**config.mk**
```make
export PLATFORM = sky130hd
export DESIGN_NAME = pipe_drain_buffer
export DESIGN_NICKNAME = d
export VERILOG_FILES = /design/src/rtl/pipe_drain_buffer.sv
export SDC_FILE = /design/constraint.sdc
export NUM_CORES = 1
export LEC_CHECK = 0
export ABC_AREA = 1
export CAP_MARGIN = 20
export CORE_MARGIN = 2
export CORE_UTILIZATION = 35
export DETAILED_ROUTE_END_ITERATION = 8
export DONT_BUFFER_PORTS = 1
export GPL_ROUTABILITY_DRIVEN = 0
export PLACE_DENSITY = 0.59
export SLEW_MARGIN = 20
export SYNTH_ARGS = -nofsm -noshare
export SYNTH_HDL_FRONTEND = slang
export SYNTH_SLANG_ARGS = --single-unit
```
**constraint.sdc**
```tcl
create_clock -name clk -period 14.75 [get_ports clk]
set_input_delay 0 -clock clk [delete_from_list [all_inputs] [get_ports clk]]
set_output_delay 0 -clock clk [all_outputs]
set_load 0.02 [all_outputs]
```
**src/rtl/pipe_drain_buffer.sv**
```systemverilog
// -----------------------------------------------------------------------------
// pipe_drain_buffer
//
// Receiving end of the SM4 stallable datapath. Words leaving the last stage of
// the stall-frozen delay pipeline are stored in a small FIFO. When the FIFO is
// full, `stall` freezes every pipeline stage so that the word at the pipeline
// output is held, not lost. The consumer drains the FIFO via valid/ready.
//
// Ports:
//   clk        in   single clock, rising edge
//   rst_n      in   asynchronous active-low reset (control state only)
//   in_valid   in   pipeline output stage holds a valid word
//   in_data    in   word from the pipeline output stage
//   stall      out  freeze command to all pipeline stages (FIFO full)
//   flush      in   synchronous clear of FIFO occupancy
//   out_valid  out  FIFO head holds a word
//   out_data   out  FIFO head word
//   out_ready  in   consumer accepts the head word this cycle
//   level      out  current occupancy, 0..DEPTH
// -----------------------------------------------------------------------------
module pipe_drain_buffer #(
    parameter int WORD_WIDTH = 128,
    parameter int DEPTH      = 4,
    parameter int CNT_WIDTH  = $clog2(DEPTH + 1)
) (
    input  logic                  clk,
    input  logic                  rst_n,
    input  logic                  in_valid,
    input  logic [WORD_WIDTH-1:0] in_data,
    output logic                  stall,
    input  logic                  flush,
    output logic                  out_valid,
    output logic [WORD_WIDTH-1:0] out_data,
    input  logic                  out_ready,
    output logic [CNT_WIDTH-1:0]  level
);

    localparam int                   PTR_W    = (DEPTH > 1) ? $clog2(DEPTH) : 1;
    localparam logic [PTR_W-1:0]     LAST_PTR = PTR_W'(DEPTH - 1);
    localparam logic [CNT_WIDTH-1:0] FULL_CNT = CNT_WIDTH'(DEPTH);

    logic [WORD_WIDTH-1:0] mem [DEPTH];
    logic [PTR_W-1:0]      wr_ptr;
    logic [PTR_W-1:0]      rd_ptr;
    logic [CNT_WIDTH-1:0]  count;
    logic                  push;
    logic                  pop;

    // Pointers wrap explicitly so DEPTH need not be a power of two.
    function automatic logic [PTR_W-1:0] ptr_inc(input logic [PTR_W-1:0] p);
        return (p == LAST_PTR) ? '0 : p + 1'b1;
    endfunction

    // All outputs decode from registers only; in_valid/out_ready never reach
    // stall, out_valid or out_data combinationally.
    assign stall     = (count == FULL_CNT);
    assign out_valid = (count != '0);
    assign out_data  = mem[rd_ptr];
    assign level     = count;

    // A full FIFO refuses the push even if a pop happens in the same cycle;
    // the held word is accepted one cycle later (no full-bypass).
    assign push = in_valid & ~stall;
    assign pop  = out_valid & out_ready;

    // Storage is not reset; contents behind rd_ptr..wr_ptr are don't-care.
    always_ff @(posedge clk) begin
        if (push && !flush) begin
            mem[wr_ptr] <= in_data;
        end
    end

    always_ff @(posedge clk or negedge rst_n) begin
        if (!rst_n) begin
            wr_ptr <= '0;
            rd_ptr <= '0;
            count  <= '0;
        end else if (flush) begin
            wr_ptr <= '0;
            rd_ptr <= '0;
            count  <= '0;
        end else begin
            if (push) begin
                wr_ptr <= ptr_inc(wr_ptr);
            end
            if (pop) begin
                rd_ptr <= ptr_inc(rd_ptr);
            end
            case ({push, pop})
                2'b10:   count <= count + 1'b1;
                2'b01:   count <= count - 1'b1;
                default: count <= count;
            endcase
        end
    end

endmodule
```
==> impl_results.md <==
- Status: finished clean
- Worst hold path class: in2reg
- Area of the core: 55000 µm²
- Peak supply drop: 0.000112 V
- Slowest CP cell: sky130_fd_sc_hd__buf_4
- Sink of the worst hold path: mem[1][125]
- Post-layout nets: 1566
- CTS Hold Buffers Added: 138
- Reg2Reg Launch Point: level[1]
- Number of violations of the max-capacitance limit: 0
- Port-buffer cells: 0
- Worst slew pin tran: 1090 ps
- Most instantiated flip-flop cell in the synthesis netlist: sky130_fd_sc_hd__edfxtp_1
- Max Fclk: 252 MHz
- Length of the first detailed-routing pass in iterations: 5
- Worst-Skew Late Latency: 590 ps
- Detailed-routing wirelength on met1: 19.2 mm
- Setup repair after global routing missed its margin: no
- Initial DRC count: 793
- Initial Util: 35.4%
- Area growth syn-to-layout: 19.6%
- Sum of buffers and inverters on the critical path: 2
- Die area: 57500 µm²
- Post-synthesis instance total: 1306
- Final setup TNS: 0 ps
- Clock tree sinks: 519
- Arrival time worst endpoint: 3980 ps
- Critical Path End Type: primary output
- DRC: 0
- Average detailed-routed wire length per instance: 20.0 µm
- Pin count of the biggest net entering global routing: 169
- Routed WL: 44.5 mm
- FP Rows: 86
- GR Overflow Total: 0
- Final number of max-transition violations: 0
- Met2 Routed Length: 20.7 mm
- Via count of the first global-routing pass: 11007
- Number of buffers created by CTS: 53
- Final count of hold timing violations: 0
- Number of resized instances in the post-cts repair step: 0
- Number of ports placed on the die boundary: 266
- Critical path's largest stage delay: 840 ps
- Number of synthesis warnings: 0
- Period utilisation layout: 27.0%
- Number of distinct library cell variants in the gate-level netlist after synthesis: 21
- Clock root buffer master: sky130_fd_sc_hd__clkbuf_16
- Vias per inst: 4.99
- Slack of the worst reg-to-reg path: 11450 ps
- Number of H-tree levels: 2
- Depth of the most critical reg-to-reg path: 13
- Global-route wire length before repair: 66.4 mm
- Share of cells above drive strength 1: 6.72%
- Final setup viols: 0
- Met3 routed wirelength: 3.52 mm
- Min Tclk post-route: 3980 ps
- Number of synthesized flops with an enable pin: 512
- Top Family by Delay on Critical Path: buffers and inverters
- Power per Cell Area: 169 nW/µm²
- Number of cells in the finished layout apart from fillers: 2229
- Post-Syn Area: 19400 µm²
- Number of cells traversed by the worst hold path: 1
- Startpoint of the tightest hold check path: in_data[125]
- Average size of a mapped cell: 14.9 µm²
- Post-synthesis register bit count: 519
- Height of the chip: 240 µm
- Async set-reset flop share out of synthesis: 1.35%
- Buffer depth of the longest clock path: 3
- Aggregate global-route resource usage: 15.2%
- Horizontal die dimension: 240 µm
- Total via count in the routed design: 11120
- Class of the most critical setup path: reg2out
- CTS tree: built
- Seq/Total Area, Yosys: 80.0%
- Net Count, Synth: 1444
- Worst-path maximum fanout: 168
- RR Endpoint: level[1]
- Postcts setup bufs: 0
- DRT antenna net count: 0
- Number of placed cells counting well taps: 1983
- Initial antenna violation count: 8
- CP startpoint kind: flop
- Standby leakage power: 7.52 nW
- Clock Skew: 23.2 ps
- Cell breakdown of the critical path: inv_8, buf_4, o21ai_1, o22ai_1
- Data required time at the worst endpoint: 14750 ps
- Clock-pin slew reported for the worst setup and hold paths after clock tree synthesis: 60 ps
- Total half-perimeter wirelength after legalization and detailed placement: 23.5 mm
- Max_slew headroom: 27.1%
- Number of inserted filler cells in the final layout: 4904
- Top metal layer carrying routed signals: met5
kinds of logic (layout without fill, tap and decap cells):
| logic type | count (synthesis) | in the layout | synth area share (%) |
|---|---|---|---|
| AOI/OAI and AO/OA | 389 | 389 | 10.8 |
| adders and majority gates | 5 | 5 | 0.360 |
| xor gates and xnor gates | 2 | 2 | 0.0901 |
| buffers and inverters | 101 | 268 | 3.06 |
| other | 0 | 8 | 0 |
| DFF | 519 | 519 | 80.0 |
| and+or+nand+nor | 290 | 290 | 5.68 |
cells in the final DEF, fill, tap and decap left out, types with 4 or more instances in the layout:
| cell type | instances |
|---|---|
| sky130_fd_sc_hd__buf_4 | 14 |
| sky130_fd_sc_hd__bufinv_16 | 10 |
| sky130_fd_sc_hd__clkbuf_1 | 4 |
| sky130_fd_sc_hd__clkbuf_16 | 55 |
| sky130_fd_sc_hd__clkinv_1 | 20 |
| sky130_fd_sc_hd__clkinv_2 | 5 |
| sky130_fd_sc_hd__clkinv_4 | 4 |
| sky130_fd_sc_hd__dfrtp_1 | 5 |
| sky130_fd_sc_hd__diode_2 | 8 |
| sky130_fd_sc_hd__dlygate4sd3_1 | 138 |
| sky130_fd_sc_hd__edfxtp_1 | 512 |
| sky130_fd_sc_hd__ha_1 | 4 |
| sky130_fd_sc_hd__inv_1 | 13 |
| sky130_fd_sc_hd__nand2_1 | 18 |
| sky130_fd_sc_hd__nand3_1 | 6 |
| sky130_fd_sc_hd__nor2_1 | 259 |
| sky130_fd_sc_hd__nor2_4 | 4 |
| sky130_fd_sc_hd__o21ai_0 | 156 |
| sky130_fd_sc_hd__o21ai_1 | 102 |
| sky130_fd_sc_hd__o22ai_1 | 128 |
worst max-delay path by stage:
stage                    from           end  slack [ps]  depth (start not counted)
finish              rd_ptr[0]  out_data[82]       10770                          4
global route        rd_ptr[0]  out_data[82]       10550                          4
CTS                 rd_ptr[0]  out_data[82]       10720                          4
detailed placement  rd_ptr[0]  out_data[82]       11360                          4
global placement    rd_ptr[0]  out_data[83]       11470                          4
floorplan            level[2]     mem[0][0]        7750                          4
synth_stat cells, drive strengths merged (3+ instances only):
library cell,instances,share of area (%)
inv,15,0.30
nor2,263,5.1
clkbuf,40,0.82
dfrtp,7,0.90
a21oi,3,0.077
ha,4,0.26
nand4,3,0.097
o22ai,128,4.1
buf,46,1.9
nand3,6,0.15
o21ai,258,6.6
edfxtp,512,79
nand2,18,0.35
per-layer routing:
layer	vias up	GRT usage, %
met4	4	4.62
met5	-	0
met3	76	5.21
met2	286	23.8
li1	5221	-
met1	5533	19.9
power by group:
| group | switching, mW | internal, mW | leakage, nW | total, mW |
|---|---|---|---|---|
| Combinational | 0.606 | 0.170 | 1.88 | 0.776 |
| Clock | 0.550 | 0.851 | 0.896 | 1.40 |
| Sequential | 0.0550 | 1.71 | 4.74 | 1.76 |
| Total | 1.21 | 2.73 | 7.52 | 3.94 |
metrics by stage:
step                util, %  power [mW]  setup slack (ps)  area [µm²]  hold WS, ps
detailed placement     36.4        2.53             11360       20000         -295
global placement       36.4        2.52             11470       20000         -295
floorplan                 -        2.40              7750       19400         -296
CTS                    42.3        3.99             10720       23200         62.4
global route           42.3        4.11             10550       23300         89.1
finish                 42.3        3.94             10770       23300          120
final cells by class:
type | instances | area (µm²) | share of cell area [%]
Sequential cell | 519 | 15600 | 66.9
Multi-Input combinational cell | 686 | 3330 | 14.3
Timing Repair Buffer | 153 | 1510 | 6.48
Clock buffer | 59 | 1390 | 5.98
Tap cell | 748 | 936 | 4.02
Clock inverter | 41 | 452 | 1.94
Inverter | 15 | 66.3 | 0.285
Antenna cell | 8 | 20.0 | 0.0861
registers in the layout, summed over array words and instances, names as in the netlist:
signal  flops
mem       512
level       3
wr_ptr      2
rd_ptr      2
Power figures use the tool's default switching activity.
